==> src/rtl/clk_div_pkg.sv <==
// Shared types and sizing helpers for the clk_div_gen clock-enable generator.
// Imported by the top module and by the per-channel sub-module.
package clk_div_pkg;

    typedef enum logic [1:0] {
        ALIGN     = 2'd0,
        WAIT_LOCK = 2'd1,
        LOCKED    = 2'd2
    } state_e;

    // Channel-select width; a single channel still gets a 1-bit select.
    function automatic int ch_w(input int num_ch);
        return (num_ch <= 1) ? 1 : $clog2(num_ch);
    endfunction

    // Lock counter must be able to hold LOCK_CYC itself.
    function automatic int lock_w(input int lock_cyc);
        return (lock_cyc <= 1) ? 1 : $clog2(lock_cyc + 1);
    endfunction

    // A phase at or beyond the period clamps to the last slot of the period.
    function automatic logic [31:0] clamp_phase(input logic [31:0] div,
                                                input logic [31:0] phase);
        if (div == 32'd0) begin
            return 32'd0;
        end
        if (phase >= div) begin
            return div - 32'd1;
        end
        return phase;
    endfunction

endpackage

==> src/rtl/clk_div_chan.sv <==
// One divider channel: phase delay counter, position-in-period counter and the
// registered clk_en/clk_div outputs. Counters are preset while align_i is high.
module clk_div_chan
    import clk_div_pkg::*;
#(
    parameter int DIV_W = 8
) (
    input  logic             clk_i,
    input  logic             rst_i,
    input  logic             align_i,
    input  logic             clear_i,
    input  logic [DIV_W-1:0] div_i,
    input  logic [DIV_W-1:0] phase_i,
    output logic             clk_en_o,
    output logic             clk_div_o
);

    localparam logic [DIV_W-1:0] ONE = DIV_W'(1);

    logic [DIV_W-1:0] dly_q, dly_d;
    logic [DIV_W-1:0] pos_q, pos_d;
    logic [DIV_W-1:0] dly_cur, pos_cur;
    logic [DIV_W-1:0] p_eff;
    logic [DIV_W:0]   half;
    logic             active;
    logic             en_q, en_d;
    logic             dv_q, dv_d;

    // The align cycle evaluates run cycle 0 directly from the preset values,
    // so the first registered output already belongs to k=0.
    always_comb begin
        p_eff   = DIV_W'(clamp_phase(32'(div_i), 32'(phase_i)));
        half    = ({1'b0, div_i} + {{DIV_W{1'b0}}, 1'b1}) >> 1;
        dly_cur = align_i ? p_eff : dly_q;
        pos_cur = align_i ? '0    : pos_q;
        active  = (dly_cur == '0);

        en_d = active && (pos_cur == '0) && (div_i != '0);
        dv_d = active && ({1'b0, pos_cur} < half) && (div_i != '0);
        if (clear_i) begin
            en_d = 1'b0;
            dv_d = 1'b0;
        end

        dly_d = '0;
        pos_d = '0;
        if (!active) begin
            dly_d = dly_cur - ONE;
        end else if (pos_cur != div_i - ONE) begin
            pos_d = pos_cur + ONE;
        end
    end

    always_ff @(posedge clk_i) begin
        if (rst_i) begin
            dly_q <= '0;
            pos_q <= '0;
            en_q  <= 1'b0;
            dv_q  <= 1'b0;
        end else begin
            dly_q <= dly_d;
            pos_q <= pos_d;
            en_q  <= en_d;
            dv_q  <= dv_d;
        end
    end

    assign clk_en_o  = en_q;
    assign clk_div_o = dv_q;

endmodule

==> src/rtl/clk_div_gen.sv <==
// Runtime-reconfigurable multi-channel clock-enable / divided-clock generator.
// Holds the align/lock FSM, the config handshake and per-channel shadow registers.
module clk_div_gen
    import clk_div_pkg::*;
#(
    parameter int  NUM_CH   = 4,
    parameter int  DIV_W    = 8,
    parameter int  LOCK_CYC = 16,
    parameter int  DEF_DIV  = 2,
    localparam int CH_W     = ch_w(NUM_CH)
) (
    input  logic              sys_clk,
    input  logic              sys_rst,
    input  logic              cfg_valid,
    output logic              cfg_ready,
    input  logic [CH_W-1:0]   cfg_ch,
    input  logic [DIV_W-1:0]  cfg_div,
    input  logic [DIV_W-1:0]  cfg_phase,
    output logic [NUM_CH-1:0] clk_en,
    output logic [NUM_CH-1:0] clk_div,
    output logic              locked,
    output state_e            dbg_state_o
);

    localparam int            LW       = lock_w(LOCK_CYC);
    localparam logic [LW-1:0] LOCK_TOP = LW'(LOCK_CYC - 1);

    state_e           state_q, state_d;
    logic [LW-1:0]    lock_cnt_q, lock_cnt_d;
    logic [DIV_W-1:0] div_q   [NUM_CH];
    logic [DIV_W-1:0] div_d   [NUM_CH];
    logic [DIV_W-1:0] phase_q [NUM_CH];
    logic [DIV_W-1:0] phase_d [NUM_CH];
    logic             xfer;
    logic             align;
    logic             clear;

    // Handshake: a config word transfers on any rising edge where cfg_valid
    // and cfg_ready are both high; cfg_ready does not depend on cfg_valid.
    assign cfg_ready   = (state_q != ALIGN);
    assign locked      = (state_q == LOCKED);
    assign xfer        = cfg_valid && cfg_ready;
    assign align       = (state_q == ALIGN);
    assign clear       = (state_d == ALIGN);
    assign dbg_state_o = state_q;

    always_comb begin
        state_d    = state_q;
        lock_cnt_d = lock_cnt_q;
        case (state_q)
            ALIGN: begin
                state_d    = WAIT_LOCK;
                lock_cnt_d = '0;
            end
            WAIT_LOCK: begin
                if (lock_cnt_q == LOCK_TOP) begin
                    state_d = LOCKED;
                end else begin
                    lock_cnt_d = lock_cnt_q + LW'(1);
                end
            end
            LOCKED: begin
                state_d = LOCKED;
            end
            default: begin
                state_d = ALIGN;
            end
        endcase
        // Every accepted config realigns all channels and restarts the lock count.
        if (xfer) begin
            state_d = ALIGN;
        end
    end

    always_comb begin
        div_d   = div_q;
        phase_d = phase_q;
        for (int i = 0; i < NUM_CH; i++) begin
            if (xfer && (cfg_ch == CH_W'(i))) begin
                div_d[i]   = cfg_div;
                phase_d[i] = cfg_phase;
            end
        end
    end

    always_ff @(posedge sys_clk) begin
        if (sys_rst) begin
            state_q    <= ALIGN;
            lock_cnt_q <= '0;
            for (int i = 0; i < NUM_CH; i++) begin
                div_q[i]   <= DIV_W'(DEF_DIV);
                phase_q[i] <= '0;
            end
        end else begin
            state_q    <= state_d;
            lock_cnt_q <= lock_cnt_d;
            div_q      <= div_d;
            phase_q    <= phase_d;
        end
    end

    for (genvar g = 0; g < NUM_CH; g++) begin : g_chan
        clk_div_chan #(
            .DIV_W (DIV_W)
        ) u_chan (
            .clk_i     (sys_clk),
            .rst_i     (sys_rst),
            .align_i   (align),
            .clear_i   (clear),
            .div_i     (div_q[g]),
            .phase_i   (phase_q[g]),
            .clk_en_o  (clk_en[g]),
            .clk_div_o (clk_div[g])
        );
    end

endmodule

==> config.mk <==
export PLATFORM = sky130hd
export DESIGN_NAME = clk_div_gen
export DESIGN_NICKNAME = d
export VERILOG_FILES = /design/src/rtl/clk_div_pkg.sv /design/src/rtl/clk_div_chan.sv /design/src/rtl/clk_div_gen.sv
export SDC_FILE = /design/constraint.sdc
export NUM_CORES = 1
export LEC_CHECK = 0
export ABC_CLOCK_PERIOD_IN_PS = 3600
export CAP_MARGIN = 10
export CORE_MARGIN = 3
export CORE_UTILIZATION = 58
export CTS_BUF_LIST = sky130_fd_sc_hd__clkbuf_8
export DETAILED_ROUTE_END_ITERATION = 16
export PLACE_DENSITY_LB_ADDON = 0.12
export REMOVE_ABC_BUFFERS = 1
export SLEW_MARGIN = 5
export SYNTH_ARGS = -nofsm -noshare
export SYNTH_HDL_FRONTEND = slang
export SYNTH_HIERARCHICAL = 1
export SYNTH_SLANG_ARGS = --single-unit
==> constraint.sdc <==
create_clock -name sys_clk -period 3.6 [get_ports sys_clk]
set_clock_uncertainty 0.15 [all_clocks]
set_input_delay 0.72 -clock sys_clk [delete_from_list [all_inputs] [get_ports sys_clk]]
set_output_delay 0.72 -clock sys_clk [all_outputs]
set_load 0.03 [all_outputs]
### After elaboration in Yosys (flattened, before gate mapping)

Index checks and enable logic that the tools add are counted.

* bits in registers: 143
* input bits: 21
* output and inout port bits: 12
* logic and storage cells: 167

* add/subtract/negate cells: 21
* magnitude comparators: 8
* equality and inequality tests: 11
* muxes and demuxes: 41
* bitwise logic cells: 8
* reductions and logical operators: 52

Operators by type and width (number)
* two-way mux 8 bit: 24
* logical NOT 8 bit: 12
* subtractor 8 x 1 -> 8 bit (second input constant): 12
* adder 8 x 1 -> 9 bit (second input constant): 4
* adder 8 x 1 -> 8 bit (second input constant): 4
* >= comparator 8 bit: 4
* < comparator 8 bit: 4
* inequality test 8 bit: 4
* nonzero test 8 bit: 4
* logical AND 1 bit: 21
* two-way mux 1 bit: 12
* OR reduction 3 bit: 4
* case mux 5 bit (2 select lines): 1
* OR reduction 2 bit: 5
* NOT 1 bit: 8
* == test 2 bit (second input constant): 3
* logical NOT 2 bit: 3
* case mux 2 bit (3 select lines): 1
* adder 5 x 1 -> 5 bit (second input constant): 1
* == test 5 x 4 -> 1 bit (second input constant): 1
* two-way mux 5 bit: 1
* == test 2 x 1 -> 1 bit (second input constant): 2
* two-way mux 2 bit: 2
* nonzero test 2 bit: 2
* 2 further kinds: 2

### Depth between registers and ports, before layout

* depth after elaboration: 9
* mapped depth: 16
* mapped depth without buffers: 15

### By module

The synthesis kept the hierarchy.

By module, submodules not included
* clk_div_chan (g_chan[0].u_chan ...): times used 3, cells an instance 222, area an instance 1742.9 um^2, seq. area each 360.3 um^2
* clk_div_gen: times used 1, cells an instance 290, area an instance 2870.3 um^2, seq. area each 1421.4 um^2
* clk_div_chan (g_chan[1].u_chan): times used 1, cells an instance 231, area an instance 1950.6 um^2, seq. area each 360.3 um^2

### Worst setup path after synthesis

No wires, ideal clock.

* path type: register to register
* start point: register div_q[22] (netlist bit)
* end point: register g_chan[1].u_chan.pos_q[3]
* library setup time: 0.088 ns
* arrival time: 3.354 ns
* required time: 3.362 ns
* setup slack: 0.008 ns
* cell stages (with the launch flop): 15
* buffers on the path: 3
* period minus slack after synthesis: 3.592 ns
* cell sequence: dfxtp_1 -> clkbuf_1 -> inv_1 -> ha_1 -> and3_1 -> a221oi_1 -> o31a_1 -> buf_2 -> mux2i_1 -> a21oi_1 -> ha_1 -> nand3_1 -> or4_1 -> buf_2 -> nor4_2

* longest elaborated chain between the ends: 9
* elaborated cells between the ends (all ways): 16
* classes of those cells: add/sub: 2; order compare: 1; eq/ne: 1; mux: 7; bitwise: 2; reduce/logical: 3

RTL lines
* start, declared: line clk_div_gen.sv:30 `logic [DIV_W-1:0] div_q [NUM_CH];`
* start signal, assigned by index: line clk_div_gen.sv:91 `div_q[i] <= DIV_W'(DEF_DIV);`
* start signal, assigned: line clk_div_gen.sv:97 `div_q <= div_d;`
* >= comparator 8 bit: line clk_div_pkg.sv:27 `if (phase >= div) begin`
* two-way mux 1 bit (2 in a row): line clk_div_pkg.sv:27
* two-way mux 8 bit: line clk_div_pkg.sv:30 `return phase;`
* two-way mux 8 bit: line clk_div_pkg.sv:27
* two-way mux 8 bit: line clk_div_chan.sv:34 `dly_cur = align_i ? p_eff : dly_q;`
* logical NOT 8 bit: line clk_div_chan.sv:36 `active = (dly_cur == '0);`
* NOT 1 bit (no line)
* OR reduction 3 bit (no line) *
* end signal, assigned: line clk_div_chan.sv:62 `pos_q <= pos_d;`
* end, declared: line clk_div_chan.sv:21 `logic [DIV_W-1:0] pos_q, pos_d;`

Mark *: on every way between the ends. The rest lies on a longest branch, timed or not. The select of a mux whose other input is x is not followed.
A chain may end at the register's enable or synchronous reset.

### Final worst setup path

* start point: register div_q[10] (netlist bit)
* end point: register g_chan[2].u_chan.pos_q[3]

* longest elaborated chain between the ends: 9
* elaborated cells between the ends (all ways): 16
* classes of those cells: add/sub: 2; order compare: 1; eq/ne: 1; mux: 7; bitwise: 2; reduce/logical: 3

RTL lines (line)
* >= comparator 8 bit: clk_div_pkg.sv:27
* two-way mux 1 bit (2 in a row): clk_div_pkg.sv:27
* two-way mux 8 bit: clk_div_pkg.sv:30
* two-way mux 8 bit: clk_div_pkg.sv:27
* two-way mux 8 bit: clk_div_chan.sv:34
* logical NOT 8 bit: clk_div_chan.sv:36
* NOT 1 bit (no line)
* OR reduction 3 bit (no line) *
* end signal, assigned: clk_div_chan.sv:62
* end, declared: clk_div_chan.sv:21

Marked as above.

==> run_results.csv <==
group,metric,value,unit
placement,portBuffers,32,
cts,ctsHtreeMaxLevel,4,
cts,clock_sinks,143,
setup_path,crit_path_end_kind,"flip-flop",
setup_path,worstRegToRegCells,13,
synth,synth-seq-cells,143,
synth,seq_area_frac_synth,28.5,%
finish,drive_above_1_share,11.5,%
synth,syn_area,10000,µm²
cts,clock_latency,450,ps
worst_hold_path,min_path_type,"flip-flop to flip-flop",
detailed_routing,avgRoutedWirePerCell,16.3,µm
power,p_int,3.12,mW
global_routing,grt_antenna_before_repair,0,
timing,tns,0,ps
power,fin_total_pwr,4.71,mW
timing,min_period,3380,ps
cts,max-clock-path-buffers,2,
finish,fillers,1429,
detailed_routing,wl,24.1,mm
global_routing,grt_max_degree,39,
timing,whs,319,ps
power,power.switching,1.58,mW
placement,dp.cells,1445,
job,cap_violations,0,
power,ir_worst_vdd,293,µV
detailed_routing,antenna_left,0,
finish,final_nets,1352,
cts,cts-root-buf,"clkbuf_8",
setup_path,arrival,3620,ps
floorplanning,dieHeight,138,µm
worst_hold_path,hp-start,"phase_q[0]",
cts,hold_buffers,0,
finish,synthToLayoutAreaGrowth,12.2,%
floorplanning,initial_utilization,60.0,%
setup_path,startpoint_type,"flip-flop",
global_routing,grt_overflow,0,
global_routing,grt_pass1_vias,8034,
detailed_routing,vias,8648,
synth,synth_cell_types,74,
detailed_routing,dr.pass1.iters,5,
floorplanning,rows,47,
timing,tightest_slew,974,ps
cts,cts_buffers,17,
worst_hold_path,holdPathStages,2,
floorplanning,die-width,138,µm
cts,path_clk_slew,80,ps
detailed_routing,drc_errors,0,
finish,fin_cells,1477,
power,powerDensity,417,nW/µm²
synth,yosysWarnings,6,
detailed_routing,dr.first_iter.drc_count,598,
power,combPwrFrac,32.2,%
cts,cts_tree,"yes",
setup_path,path_class,"flip-flop to flip-flop",
cts,cts_resized,0,
floorplanning,io_pins,33,
power,clkPwrFrac,26.9,%
status,status,"finished clean",
power,switching_share,33.6,%
global_routing,grt_pass1_wl,39.4,mm
timing,max_freq,295,MHz
placement,gp_congestion,0.912,
timing,rsz0062_at_grt,"no",
synth,postSynthCellCount,1187,
synth,ys.flop_type,"dfxtp_1",
timing,finalHoldViolations,0,
floorplanning,die_area,18900,µm²
synth,syn_area_per_cell,8.47,µm²
synth,synth_edf_count,0,
timing,slew_headroom,35.0,%
global_routing,grt_use_total,26.0,%
timing,slew_violations,0,
detailed_routing,via_per_inst,5.86,
synth,async_flop_share,0,%
timing,final-setup-viol-count,0,
power,seq_power_share,40.9,%
setup_path,critical_path_required,3840,ps
setup_path,crit_start,"div_q[10]",
setup_path,rr_startpoint,"div_q[10]",
timing,final.period_utilization,94.0,%
setup_path,critPathMaxFanout,8,
placement,dp.final_hpwl,18.3,mm
cts,post_cts_buffers,0,
floorplanning,fp.coreArea,16800,µm²
power,leakage,4.66,nW
power by group through the flow:
stage,Combinational (mW),Sequential (mW),Clock [mW]
floorplan,0.986,1.98,0
global placement,1.45,1.95,0
detailed placement,1.47,1.96,0
CTS,1.48,1.92,1.29
global route,1.68,1.94,1.35
finish,1.52,1.92,1.27
worst paths after layout:
path | endpoint | slack (ps)
max | g_chan[2].u_chan/pos_q[3] | 220
min | phase_q[0] | 320
max reg2reg | g_chan[2].u_chan/pos_q[3] | 220
min reg2reg | phase_q[0] | 320
per-layer routing:
metal / global-route usage, % / vias to the layer above / share of wire (%)
met4: 6.26 / 0 / 1.1
li1: - / 4325 / -
met3: 4.31 / 28 / 4.0
met1: 36.2 / 4096 / 49
met5: 0 / - / 0
met2: 42.2 / 199 / 46
worst max-delay path, cell delays in order (launching register included):
cell,delay [ps]
dfxtp_1,330
inv_1,60
ha_1,280
or3_1,350
a21oi_1,140
a211oi_1,80
or2_2,360
mux2i_2,210
nor2_1,70
a21oi_1,180
ha_1,200
o2111ai_1,170
or4_4,580
nor3_2,160
per-stage QoR:
step / instance area, µm² / util (%) / worst slack (ps)
final: 11300 / 67.3 / 215
after global routing: 11300 / 67.3 / 8.19
after CTS: 11200 / 66.9 / 87.7
after detailed placement: 10800 / 64.6 / 143
after global placement: 10800 / 64.6 / 235
after floorplan: 9760 / - / -745
cell usage in the layout, fill, tap and decap left out, types with 31 or more instances in the layout:
master           netlist  layout
o21ai_0               39      39
ha_1                  86      86
nand2_1               69      69
clkdlybuf4s50_1        0      31
dfxtp_1              143     143
nor3_1                43      42
nand3_1               52      52
nor2_1                77      77
xnor2_1               71      71
a21oi_1               37      36
buf_4                  5      61
nand2b_1              68      68
mux2i_1               59      57
inv_1                 90      91
sequential cells by signal, indices dropped and copies added, names as in the netlist:
register,count
div_q,32
lock_cnt_q,5
g_chan.u_chan/clk_en_o,4
g_chan.u_chan/clk_div_o,4
phase_q,32
g_chan.u_chan/pos_q,32
g_chan.u_chan/dly_q,32
dbg_state_o,2
layout make-up:
type                            instances  area (µm²)  area share (%)
Antenna cell                            1        2.50          0.0222
Clock buffer                           24         330            2.93
Sequential cell                       143        2860            25.4
Tap cell                              220         275            2.44
Inverter                               90         338            3.00
Multi-Input combinational cell        899        6620            58.7
Clock inverter                          6        57.6           0.510
Timing Repair Buffer                   94         793            7.03
cell families after synthesis:
logic type | synth area share [%]
buffers and inverters | 6.21
multiplexers | 7.02
AND/OR/NAND/NOR | 24.7
XOR/XNOR | 8.94
AO/OA/AOI/OAI | 13.8
adder cells (fa/ha/maj) | 10.8
flip-flops | 28.5
cells in the mapped netlist, types with 8 or more instances:
cell type | count | area, µm²
dfxtp_1 | 143 | 2860
inv_1 | 90 | 338
ha_1 | 86 | 1080
nor2_1 | 77 | 289
xnor2_1 | 71 | 622
nand2_1 | 69 | 259
nand2b_1 | 68 | 425
mux2i_1 | 59 | 591
nand3_1 | 52 | 260
nor3_1 | 43 | 215
o21ai_0 | 39 | 195
a21oi_1 | 37 | 185
clkbuf_1 | 30 | 113
xor2_1 | 29 | 254
nor4_1 | 21 | 131
nor2b_1 | 20 | 125
or3_1 | 19 | 119
o21a_1 | 17 | 128
buf_2 | 13 | 65.1
o2111ai_1 | 12 | 105
a21o_1 | 11 | 82.6
nand4_1 | 11 | 68.8
a31oi_1 | 10 | 62.6
nor3b_1 | 10 | 75.1
a32oi_1 | 9 | 78.8
nor4b_1 | 8 | 70.1
o211ai_1 | 8 | 60.1
or4_1 | 8 | 60.1
Power figures use the tool's default switching activity.
